### config.mk
export PLATFORM = sky130hd
export DESIGN_NAME = serial_subtractor_flat
export DESIGN_NICKNAME = d
export VERILOG_FILES = /design/src/rtl/serial_arith_pkg.sv /design/src/rtl/serial_subtractor_if.sv /design/src/rtl/full_subtractor.sv /design/src/rtl/serial_subtractor.sv /design/src/flat_wrapper.sv
export SDC_FILE = /design/constraint.sdc
export NUM_CORES = 1
export LEC_CHECK = 0
export ABC_AREA = 1
export CAP_MARGIN = 20
export CORE_MARGIN = 3
export CORE_UTILIZATION = 51
export CTS_CLUSTER_SIZE = 16
export DETAILED_ROUTE_END_ITERATION = 7
export GPL_ROUTABILITY_DRIVEN = 0
export MAX_ROUTING_LAYER = met4
export PLACE_DENSITY = 0.77
export SLEW_MARGIN = 15
export SYNTH_ARGS = -nofsm -noshare
export SYNTH_HDL_FRONTEND = slang
export SYNTH_SLANG_ARGS = --single-unit
export TNS_END_PERCENT = 50
### constraint.sdc
create_clock -name clk -period 1.4 [get_ports clk]
set_input_delay 0.14 -clock clk [delete_from_list [all_inputs] [get_ports clk]]
set_output_delay 0.14 -clock clk [all_outputs]
set_load 0.1 [all_outputs]
### src/rtl/serial_arith_pkg.sv
// Shared types for the bit-serial arithmetic blocks.
//   state_t   : sequencer states for serial_subtractor
//   MAX_WIDTH : largest operand width the serial datapath supports
package serial_arith_pkg;

   typedef enum logic [1:0] {
      IDLE  = 2'd0,
      SHIFT = 2'd1,
      DONE  = 2'd2
   } state_t;

   localparam int MAX_WIDTH = 32;

endpackage

### src/rtl/serial_subtractor_if.sv
// Host <-> serial_subtractor handshake bundle.
//   start, a, b                       : host -> subtractor (request + operands)
//   busy, done, diff, borrow_out      : subtractor -> host (status + result)
//   overflow                          : subtractor -> host, only when SUB_OVF_EN is defined
// Modports: master (host controller), slave (subtractor).
interface serial_subtractor_if #(
   parameter int WIDTH = 8
);
   logic             start;
   logic [WIDTH-1:0] a;
   logic [WIDTH-1:0] b;
   logic             busy;
   logic             done;
   logic [WIDTH-1:0] diff;
   logic             borrow_out;
`ifdef SUB_OVF_EN
   logic             overflow;
`endif

   modport master (
      output start, a, b,
`ifdef SUB_OVF_EN
      input  overflow,
`endif
      input  busy, done, diff, borrow_out
   );

   modport slave (
      input  start, a, b,
`ifdef SUB_OVF_EN
      output overflow,
`endif
      output busy, done, diff, borrow_out
   );
endinterface

### src/rtl/full_subtractor.sv
// One-bit full subtractor built from gate primitives.
//   a, b   : minuend / subtrahend bits
//   b_in   : incoming borrow
//   diff   : a ^ b ^ b_in
//   b_out  : (~a & b) | (~(a ^ b) & b_in)
module full_subtractor (
   input  logic a,
   input  logic b,
   input  logic b_in,
   output logic diff,
   output logic b_out
);
   logic a_x_b;
   logic a_n;
   logic axb_n;
   logic brw_gen;
   logic brw_prop;

   xor g_x1 (a_x_b, a, b);
   xor g_x2 (diff, a_x_b, b_in);
   not g_n1 (a_n, a);
   not g_n2 (axb_n, a_x_b);
   and g_a1 (brw_gen, a_n, b);
   and g_a2 (brw_prop, axb_n, b_in);
   or  g_o1 (b_out, brw_gen, brw_prop);
endmodule

### src/rtl/serial_subtractor.sv
// Bit-serial LSB-first subtractor: diff = a - b mod 2^WIDTH over WIDTH shift cycles,
// using one full_subtractor cell and a registered borrow.
// Ports:
//   clk, rst_n : clock, asynchronous active-low reset
//   bus        : serial_subtractor_if.slave (start/a/b in; busy/done/diff/borrow_out out)
// Parameter WIDTH : operand width, 1..MAX_WIDTH.
// Optional macro SUB_OVF_EN : adds a registered signed-overflow flag (bus.overflow).
//
// state | meaning
// IDLE  | waiting for start; result outputs hold last value
// SHIFT | one operand bit per cycle through the cell, WIDTH cycles
// DONE  | publish borrow (and overflow), pulse done on exit
module serial_subtractor
   import serial_arith_pkg::*;
#(
   parameter int WIDTH = 8
) (
   input logic             clk,
   input logic             rst_n,
   serial_subtractor_if.slave bus
);
   localparam int CW = (WIDTH > 1) ? $clog2(WIDTH) : 1;

   if (WIDTH < 1 || WIDTH > MAX_WIDTH) begin : g_width_check
      $error("serial_subtractor: WIDTH out of range");
   end

   state_t           state;
   logic [WIDTH-1:0] a_sr;
   logic [WIDTH-1:0] b_sr;
   logic [WIDTH-1:0] diff_r;
   logic [WIDTH-1:0] diff_shift;
   logic [CW-1:0]    cnt;
   logic             borrow;
   logic             busy_r;
   logic             done_r;
   logic             borrow_out_r;
   logic             cell_d;
   logic             cell_bout;

   full_subtractor u_cell (
      .a     (a_sr[0]),
      .b     (b_sr[0]),
      .b_in  (borrow),
      .diff  (cell_d),
      .b_out (cell_bout)
   );

   // New result bit enters at the MSB so that after WIDTH shifts bit 0 holds the LSB.
   if (WIDTH == 1) begin : g_diff_w1
      assign diff_shift = cell_d;
   end else begin : g_diff_wn
      assign diff_shift = {cell_d, diff_r[WIDTH-1:1]};
   end

`ifdef SUB_OVF_EN
   // Operand MSBs are shifted out of the registers, so keep copies for the flag.
   logic a_msb;
   logic b_msb;
   logic overflow_r;
`endif

   always_ff @(posedge clk or negedge rst_n) begin
      if (!rst_n) begin
         state        <= IDLE;
         a_sr         <= '0;
         b_sr         <= '0;
         diff_r       <= '0;
         cnt          <= '0;
         borrow       <= 1'b0;
         busy_r       <= 1'b0;
         done_r       <= 1'b0;
         borrow_out_r <= 1'b0;
`ifdef SUB_OVF_EN
         a_msb        <= 1'b0;
         b_msb        <= 1'b0;
         overflow_r   <= 1'b0;
`endif
      end else begin
         case (state)
            IDLE: begin
               done_r <= 1'b0;
               if (bus.start) begin
                  a_sr   <= bus.a;
                  b_sr   <= bus.b;
                  diff_r <= '0;
                  borrow <= 1'b0;
                  cnt    <= '0;
                  busy_r <= 1'b1;
`ifdef SUB_OVF_EN
                  a_msb  <= bus.a[WIDTH-1];
                  b_msb  <= bus.b[WIDTH-1];
`endif
                  state  <= SHIFT;
               end
            end
            SHIFT: begin
               a_sr   <= a_sr >> 1;
               b_sr   <= b_sr >> 1;
               diff_r <= diff_shift;
               borrow <= cell_bout;
               if (cnt == CW'(WIDTH - 1)) begin
                  state <= DONE;
               end else begin
                  cnt <= cnt + CW'(1);
               end
            end
            DONE: begin
               done_r       <= 1'b1;
               busy_r       <= 1'b0;
               borrow_out_r <= borrow;
`ifdef SUB_OVF_EN
               overflow_r   <= (a_msb ^ b_msb) & (a_msb ^ diff_r[WIDTH-1]);
`endif
               state        <= IDLE;
            end
            default: state <= IDLE;
         endcase
      end
   end

   assign bus.busy       = busy_r;
   assign bus.done       = done_r;
   assign bus.diff       = diff_r;
   assign bus.borrow_out = borrow_out_r;
`ifdef SUB_OVF_EN
   assign bus.overflow   = overflow_r;
`endif
endmodule

### src/flat_wrapper.sv
// flat-port wrapper written by rule: the top's interface ports become plain ports
module serial_subtractor_flat import serial_arith_pkg::*;
#(
   parameter int WIDTH = 8
)
  (clk, rst_n, bus_start, bus_a, bus_b, bus_busy, bus_done, bus_diff, bus_borrow_out);
  serial_subtractor_if #(.WIDTH(WIDTH)) bus_i ();
  input logic clk;
  input logic rst_n;
  input wire logic [$bits(bus_i.start)-1:0] bus_start;
  input wire logic [$bits(bus_i.a)-1:0] bus_a;
  input wire logic [$bits(bus_i.b)-1:0] bus_b;
  output wire logic [$bits(bus_i.busy)-1:0] bus_busy;
  output wire logic [$bits(bus_i.done)-1:0] bus_done;
  output wire logic [$bits(bus_i.diff)-1:0] bus_diff;
  output wire logic [$bits(bus_i.borrow_out)-1:0] bus_borrow_out;
  assign bus_i.start = bus_start;
  assign bus_i.a = bus_a;
  assign bus_i.b = bus_b;
  assign bus_busy = bus_i.busy;
  assign bus_done = bus_i.done;
  assign bus_diff = bus_i.diff;
  assign bus_borrow_out = bus_i.borrow_out;
  serial_subtractor #(.WIDTH(WIDTH)) u_core (.clk(clk), .rst_n(rst_n), .bus(bus_i));
endmodule
After elaboration in Yosys (flattened, before gate mapping)

Index checks and enable logic that the tools add are counted.

Output and inout bits: 11
Input bits: 19
Flip-flop bits (word level): 33

Reduce and logical (&&, ||, !) cells: 7
$add $sub $neg: 1
Eq/ne operators: 6
Bitwise logic cells: 7
Multiplexer cells: 17

Operators by type and width:

| cell                                                                  | count |
|---|---|
| 8-bit one-hot mux with 2 select lines                                 | 3 |
| 8-bit 2-to-1 mux                                                      | 3 |
| 3-bit 2-to-1 mux                                                      | 2 |
| 1-bit one-hot mux with 2 select lines                                 | 3 |
| 3-bit one-hot mux with 2 select lines                                 | 1 |
| 2-bit AND reduction                                                   | 3 |
| 2-bit 2-to-1 mux                                                      | 2 |
| 2-bit != test, second input constant                                  | 2 |
| 2-bit one-hot mux with 2 select lines                                 | 1 |
| 2-bit nonzero test                                                    | 2 |
| 3-bit by 1-bit adder with 3-bit output, second input constant         | 1 |
| 3-bit equality test, second input constant                            | 1 |
| 3-bit AND reduction                                                   | 1 |
| 1-bit bitwise AND                                                     | 2 |
| 2-bit by 1-bit equality test with 1-bit output, second input constant | 1 |
| 2-bit equality test, second input constant                            | 1 |
| 2-bit zero test                                                       | 1 |
| 1-bit 2-to-1 mux                                                      | 2 |
| 2-bit by 1-bit != test with 1-bit output, second input constant       | 1 |
| 1-bit NOT                                                             | 2 |
| 1-bit bitwise XOR                                                     | 2 |
| 1-bit OR                                                              | 1 |

Logic depth before layout (Yosys ltp)

Gate-level depths: netlist of the first run.

Depth after elaboration: 5
Mapped depth: 7
Gate-level depth less buffers: 7

By module

A second synthesis of the first run with hierarchy kept.

Cell total of the unflattened synthesis: 202
Area, all modules: 1650.3 um^2

Modules (own cells, without submodules):

| module            | cells each | sequential area each (um^2) | area each (um^2) | instances |
|---|---|---|---|---|
| serial_subtractor | 198        | 825.8                       | 1619.1           | 1 |
| full_subtractor   | 4          | 0.0                         | 31.3             | 1 |

Worst setup path after synthesis of the first run

OpenSTA, ideal clock, no wires.

Kind: register to register
From: register u_core.diff_r[2] (netlist: u_core.bus.diff[2])
To: register u_core.diff_r[1] (netlist: u_core.bus.diff[1])
Arrival time: 1180 ps
Setup time: 83 ps
Buffers on the path: 0
Setup slack: 137 ps
Stages on the path, launching flop included: 3
Period minus slack after synthesis: 1263 ps
Data required time: 1317 ps
Path through: dfrtp_1 -> inv_1 -> o21ai_0

Cells in the longest elaborated chain, start to end: 1

RTL lines:

| element                               | RTL line                 | RTL |
|---|---|---|
| from (decl)                           | serial_subtractor.sv:31  | `logic [WIDTH-1:0] diff_r;` |
| from (signal assigned)                | serial_subtractor.sv:100 | `diff_r <= diff_shift;` |
| 8-bit one-hot mux with 2 select lines | serial_subtractor.sv:80  | `case (state)` |

Every way passes these cells.
A chain may end at the register's enable or synchronous reset.

Worst setup path after layout of the first run

From: register u_core.cnt[0]
To: register u_core.cnt[2]

Cells in the longest elaborated chain, start to end: 3
Elaborated cells on any way between the ends: 6
Classes of those cells: add/sub (1); eq/ne (2); mux (2); reduce/logical (1)

RTL lines:

| element                                                                              | RTL line                                           | RTL |
|---|---|---|
| from (decl)                                                                          | serial_subtractor.sv:33                            | `logic [CW-1:0] cnt;` |
| from (signal assigned)                                                               | serial_subtractor.sv:105                           | `cnt <= cnt + CW'(1);` |
| 3-bit by 1-bit adder with 3-bit output / 3-bit equality test (equally long branches) | serial_subtractor.sv:105, serial_subtractor.sv:102 |  |
| 3-bit 2-to-1 mux / 2-bit != test (equally long branches)                             | --                                                 |  |
| 3-bit one-hot mux with 2 select lines / 3-bit AND reduction (equally long branches)  | --                                                 |  |

Parallel ways exist; a longest one is shown, timed or not. The select of a mux whose other input is x is not followed.

==> reports/results.txt, run 1 <==
Status - finished clean
Rows - 19
Commonest non-fill, non-tap cell in the layout - nand3_1
LEAKAGE - 0.00111 µW
Post-route cell area - 2090 µm²
Die area - 3850 µm²
DRC Markers - 0
Total CTS buffers - 5
Antenna violations before repair - 0
Yosys warning count - 0
Final std cells w/o fill - 274
Setup bufs post-CTS - 0
PortBufs - 29
Share of cells above drive strength 1 - 13.8%
Maxcap violations - 0
Worst Path Arrival - 1560 ps
H-tree levels - 2
Worst R2R End - u_core.cnt[2]
Area Overhead vs Synth - 30.4%
Commonest non-fill, non-tap cells in the layout - nand3_1 (54), nand2_1 (53), dfrtp_1 (33)
Unique masters post-synth - 15
Critical Path RT - 1670 ps
Hold Buf Count CTS - 0
CP endpoint kind - register
Layout fillers - 234
Hold crit path type - primary input to async pin
Die width - 62.1 µm
Sum Neg Setup Slack - 0 ps
Post-Syn Nets - 220
Dpl cells - 266
Final net count - 253
Pre-CTS setup slack - 47.5 ps
Final Hold Vio Count - 0
Final Max Tran Viols - 0
Via count - 1,389
Power Density - 2560 nW/µm²
Antenna-violating nets left - 0
Post-synthesis cell count - 198
CTS resizes - 0
CTS tree - built
Buffers plus inverters on the worst setup path - 2
#FFs+latches synth - 33
Largest stage delay, worst path - 410 ps
WS Path Type - register to register
Total wire length - 3450 µm
Setup WS post-layout - 117 ps
Root Buffer - clkbuf_4
Clock transition at the registers of the reported paths - 110 ps
Total GRT Usage - 20.7%
Slowest-stage cell, CP - dfrtp_1
Ant diodes - 0
CTS Sinks - 33
Fin crit share - 91.6%
CP delay by family, top - flip-flops
Starting Density - 55.8%
R2R Setup Slk - 120 ps
Avg Cell Area, Syn - 8.10 µm²
DR pass1 iterations - 4
Clock skew - 9.75 ps
Largest net degree at the start of global routing - 34
Detailed Route Iter0 Violations - 139
Max Freq - 779 MHz
Congestion Overflow GR - 0
Tmin final - 1280 ps
CP Cell Sequence - ha_1 -> ha_1 -> inv_1 -> nand3_2 -> inv_2 -> nand2_1 -> nand2_1
Reg-to-Reg Start - u_core.cnt[0]
Final Total Pwr - 5370 µW
Die Y - 62.1 µm
Critical Path Fanout Max - 5
Crit path launch type - register
DPL Wire Length - 2440 µm
Slew of the pin with the lowest slew margin - 419 ps
Max transition margin - 72.1%
DR vias/cell - 5.07
Core ar. - 2880 µm²
RSZ-0062 raised after global routing - no
Post-Syn Area - 1600 µm²
Vias in the first global route - 1,333
Seq/Total Area, Yosys - 51.5%
# setup viols final - 0
IO Pins - 30
Routed len/inst - 12.6 µm
Clk buf depth - 2
Reg2reg path depth - 7
Post-DP Area - 2040 µm²
Maximum vdd drop - 1540 µV
First-pass GRT wire length - 5660 µm
Worst-Skew Late Latency - 340 ps
[metal layers]
layer | global-route usage [%] | up-vias | share of wire, %
met4 | 5.15 | 0 | 0.90
met5 | - | - | 0
met2 | 33.1 | 46 | 49
met3 | 6.61 | 5 | 6.8
met1 | 25.4 | 653 | 43
li1 | - | 685 | -
[registers in the layout (all words and copies together) (netlist names)]
name                   count
u_core.state               2
u_core.cnt                 3
u_core.a_sr                8
u_core.bus.diff            8
u_core.bus.busy            1
u_core.borrow              1
u_core.bus.done            1
u_core.b_sr                8
u_core.bus.borrow_out      1
[worst reg2reg max path, cell delays in order, from the launching register on]
cell	delay [ps]
dfrtp_1	410
ha_1	210
ha_1	170
inv_1	80
nand3_2	130
inv_2	100
nand2_1	50
nand2_1	60
[cell type report]
type	instances	area (µm²)	area share, %
clock buffer	6	41.3	1.97
inverter	32	120	5.74
sequential	33	826	39.5
multi-input combinational	123	589	28.2
clock inverter	2	10.0	0.478
timing repair buffer	36	453	21.7
tap	42	52.6	2.51
[cells in the mapped netlist]
| library cell | n | area (µm²) |
|---|---|---|
| nand3_1 | 55 | 275 |
| fa_1 | 1 | 20.0 |
| nand2_1 | 53 | 199 |
| dfrtp_1 | 33 | 826 |
| nand2_4 | 1 | 11.3 |
| o21ai_1 | 1 | 5.00 |
| buf_6 | 3 | 33.8 |
| buf_2 | 5 | 25.0 |
| nor2_1 | 3 | 11.3 |
| o21ai_0 | 5 | 25.0 |
| buf_4 | 2 | 15.0 |
| inv_2 | 2 | 7.51 |
| inv_1 | 30 | 113 |
| nand2_2 | 2 | 12.5 |
| ha_1 | 2 | 25.0 |
[kinds of logic (layout without fill, tap and decap cells)]
kind of cell	after synthesis	after routing	share of synthesized area [%]
compound gates	6	6	1.87
fa+ha+maj	3	3	2.81
buf+inv	42	76	12.1
flops	33	33	51.5
simple gates	114	114	31.7
[how the worst max path moves through the flow]
stage / start / endpoint / slack, ps / depth (start not counted)
after CTS: u_core.cnt[0] / u_core.cnt[2] / 30 / 7
after floorplan: u_core.bus.diff[2] / u_core.bus.diff[1] / 140 / 2
after global placement: bus_start / u_core.b_sr[6] / 140 / 5
final: u_core.cnt[0] / u_core.cnt[2] / 120 / 7
after global routing: u_core.state[1] / u_core.b_sr[3] / 20 / 6
after detailed placement: u_core.cnt[0] / u_core.cnt[2] / 50 / 7
[power breakdown]
group | internal, µW | switching [µW]
registers | 1380 | 362
logic | 1100 | 2000
clock network | 191 | 324
total | 2680 | 2690
[metrics by stage]
step / hold WS, ps / utilization, %
6_report: 183 / 72.7
5_1_grt: 215 / 72.7
4_1_cts: 199 / 72.6
3_5_place_dp: 486 / 70.8
3_3_place_gp: 477 / 70.8
2_1_floorplan: -156 / -
Power figures use the tool's default switching activity.
==> inputs of run 2 (changes only) <==
--- a/config.mk
+++ b/config.mk
@@ -9,6 +9,7 @@
 export CAP_MARGIN = 20
 export CORE_MARGIN = 3
 export CORE_UTILIZATION = 51
+export CTS_CLUSTER_DIAMETER = 80
 export CTS_CLUSTER_SIZE = 16
 export DETAILED_ROUTE_END_ITERATION = 7
 export GPL_ROUTABILITY_DRIVEN = 0
==> results of run 2 <==
Same layout as run 1: the final DEF is identical, and so are final timing and power.
==> inputs of run 3 (changes only) <==
--- a/config.mk
+++ b/config.mk
@@ -8,13 +8,13 @@
 export ABC_AREA = 1
 export CAP_MARGIN = 20
 export CORE_MARGIN = 3
-export CORE_UTILIZATION = 51
+export CORE_UTILIZATION = 40
 export CTS_CLUSTER_DIAMETER = 80
 export CTS_CLUSTER_SIZE = 16
 export DETAILED_ROUTE_END_ITERATION = 7
 export GPL_ROUTABILITY_DRIVEN = 0
 export MAX_ROUTING_LAYER = met4
-export PLACE_DENSITY = 0.77
+export PLACE_DENSITY = 0.63
 export SLEW_MARGIN = 15
 export SYNTH_ARGS = -nofsm -noshare
 export SYNTH_HDL_FRONTEND = slang
==> run 3 against run 2 <==
  * Sequential share of layout area down 1.0 points
  * Wire length shrank 4.5%
  * Clock skew shrank 5.0 ps
  * Power is 3.4% higher
  * Global-route usage decreased by 4.8 points
  * Utilization fell by 16 points
  * Maximum frequency is 3.0% higher
  * First-iteration DRC count decreased by 2.9%
  * Cell area rose by 2.6%
  * Critical endpoint is now u_core.cnt[0]
  * Largest cell class unchanged
==> reports/results.txt, run 3 (synthesized netlist as in run 1, its figures left out) <==
IO Pins - 30 (unchanged)
DR vias/cell - 4.76 (-6.1%)
Die Y - 69.3 µm (+12%)
Worst Path Arrival - 1470 ps (-90 ps)
Max Freq - 803 MHz (+3.0%)
CTS resizes - 0 (unchanged)
# setup viols final - 0 (unchanged)
Hold crit path type - primary input to async pin
Critical Path RT - 1620 ps (-50 ps)
Hold Buf Count CTS - 0 (unchanged)
Sum Neg Setup Slack - 0 ps (unchanged)
Commonest non-fill, non-tap cell in the layout - nand3_1
Status - finished clean
Die area - 4810 µm² (+25%)
Share of cells above drive strength 1 - 13.4% (-0.37 points)
Tmin final - 1250 ps (-37.3 ps)
Layout fillers - 338 (+44%)
LEAKAGE - 0.00113 µW (+1.5%)
DRC Markers - 0 (unchanged)
Vias in the first global route - 1,288 (-3.4%)
Congestion Overflow GR - 0 (unchanged)
Via count - 1,328 (-4.4%)
Rows - 22 (+3)
DPL Wire Length - 2200 µm (-9.7%)
Commonest non-fill, non-tap cells in the layout - nand3_1 (54), nand2_1 (53), dfrtp_1 (33)
CTS tree - built
DR WL met3 - 140 µm (-40%)
Area Overhead vs Synth - 33.9%
Largest net degree at the start of global routing - 34 (unchanged)
Root Buffer - clkbuf_8
CP endpoint kind - register
First-pass GRT wire length - 5950 µm (+5.0%)
Final net count - 253 (unchanged)
Total GRT Usage - 16.0% (-4.8 points)
Power Density - 2580 nW/µm² (+0.74%)
Total wire length - 3300 µm (-4.5%)
Core ar. - 3770 µm² (+31%)
Max transition margin - 82.0% (+9.9 points)
WS Path Type - register to register
Routed len/inst - 11.8 µm (-6.2%)
Clock transition at the registers of the reported paths - 60 ps (-50 ps)
Met2 routed WL - 1440 µm (-15%)
Starting Density - 42.5% (-13 points)
Crit path launch type - register
Ant diodes - 0 (unchanged)
Worst-Skew Late Latency - 290 ps (-50 ps)
RSZ-0062 raised after global routing - no
Clk buf depth - 2 (unchanged)
Die width - 69.3 µm (+12%)
Critical Path Fanout Max - 5 (unchanged)
Total CTS buffers - 5 (unchanged)
Final Hold Vio Count - 0 (unchanged)
Final Max Tran Viols - 0 (unchanged)
Detailed Route Iter0 Violations - 135 (-2.9%)
DR pass1 iterations - 5 (+1)
H-tree levels - 2 (unchanged)
Highest routed layer - met4
Maximum vdd drop - 1560 µV (+1.2%)
Fin crit share - 89.0% (-2.7 points)
CTS Sinks - 33 (unchanged)
PortBufs - 29 (unchanged)
Maxcap violations - 0 (unchanged)
Clock skew - 4.73 ps (-5.02 ps)
Slew of the pin with the lowest slew margin - 270 ps (-149 ps)
Antenna violations before repair - 0 (unchanged)
Setup bufs post-CTS - 0 (unchanged)
Final core utilization - 56.9% (-16 points)
DRT met1 WL - 1670 µm (+12%)
Antenna-violating nets left - 0 (unchanged)
## run 3: per-layer routing
layer  vias to the layer above  track usage (%)
li1                        689                -
met3                         5             5.94
met2                        27             21.6
met4                         0             5.86
met5                         -                -
met1                       607             21.7
## run 3: worst paths after layout
kind,from,end,slack [ps],depth (start not counted)
max in group asynchronous,rst_n,u_core.state[1],1000,2
worst max register to register,u_core.cnt[0],u_core.cnt[0],150,7
worst min-delay path,rst_n,u_core.bus.diff[6],230,2
worst min register to register,u_core.b_sr[7],u_core.b_sr[6],500,2
min in group clk,bus_b[7],u_core.b_sr[7],410,3
worst max-delay path,u_core.cnt[0],u_core.cnt[0],150,7
## run 3: final cells by class
cell class	count	area (µm²)	area share, %
Inverter	32	120	5.59
Tap cell	48	60.1	2.80
Multi-Input combinational cell	123	589	27.4
Timing Repair Buffer	36	465	21.7
Clock buffer	7	86.3	4.02
Sequential cell	33	826	38.5
## run 3: stage by stage
| stage | hold slack [ps] | instances | instance area [µm²] | worst slack, ps | power (µW) |
|---|---|---|---|---|---|
| after CTS | 226 | 279 | 2140 | 58.8 | 5590 |
| after global placement | 482 | 272 | 2060 | 111 | 4810 |
| after global routing | 229 | 279 | 2150 | 64.6 | 5950 |
| final | 228 | 279 | 2150 | 154 | 5550 |
| after detailed placement | 481 | 272 | 2060 | 69.6 | 4840 |
| after floorplan | -156 | 198 | 1600 | 137 | 3860 |
## run 3: power breakdown
part	switching, µW	internal (µW)	total (µW)
combinational	1980	1120	3090
sequential	345	1390	1730
clock	333	390	723
total	2650	2890	5550
## run 3: critical path, cell delays in order, from the launching register on
cell and delay, ps:
dfrtp_1 400, ha_1 210, ha_1 170, inv_1 70, nand3_2 130, inv_2 100, nand2_1 50, nand2_1 60
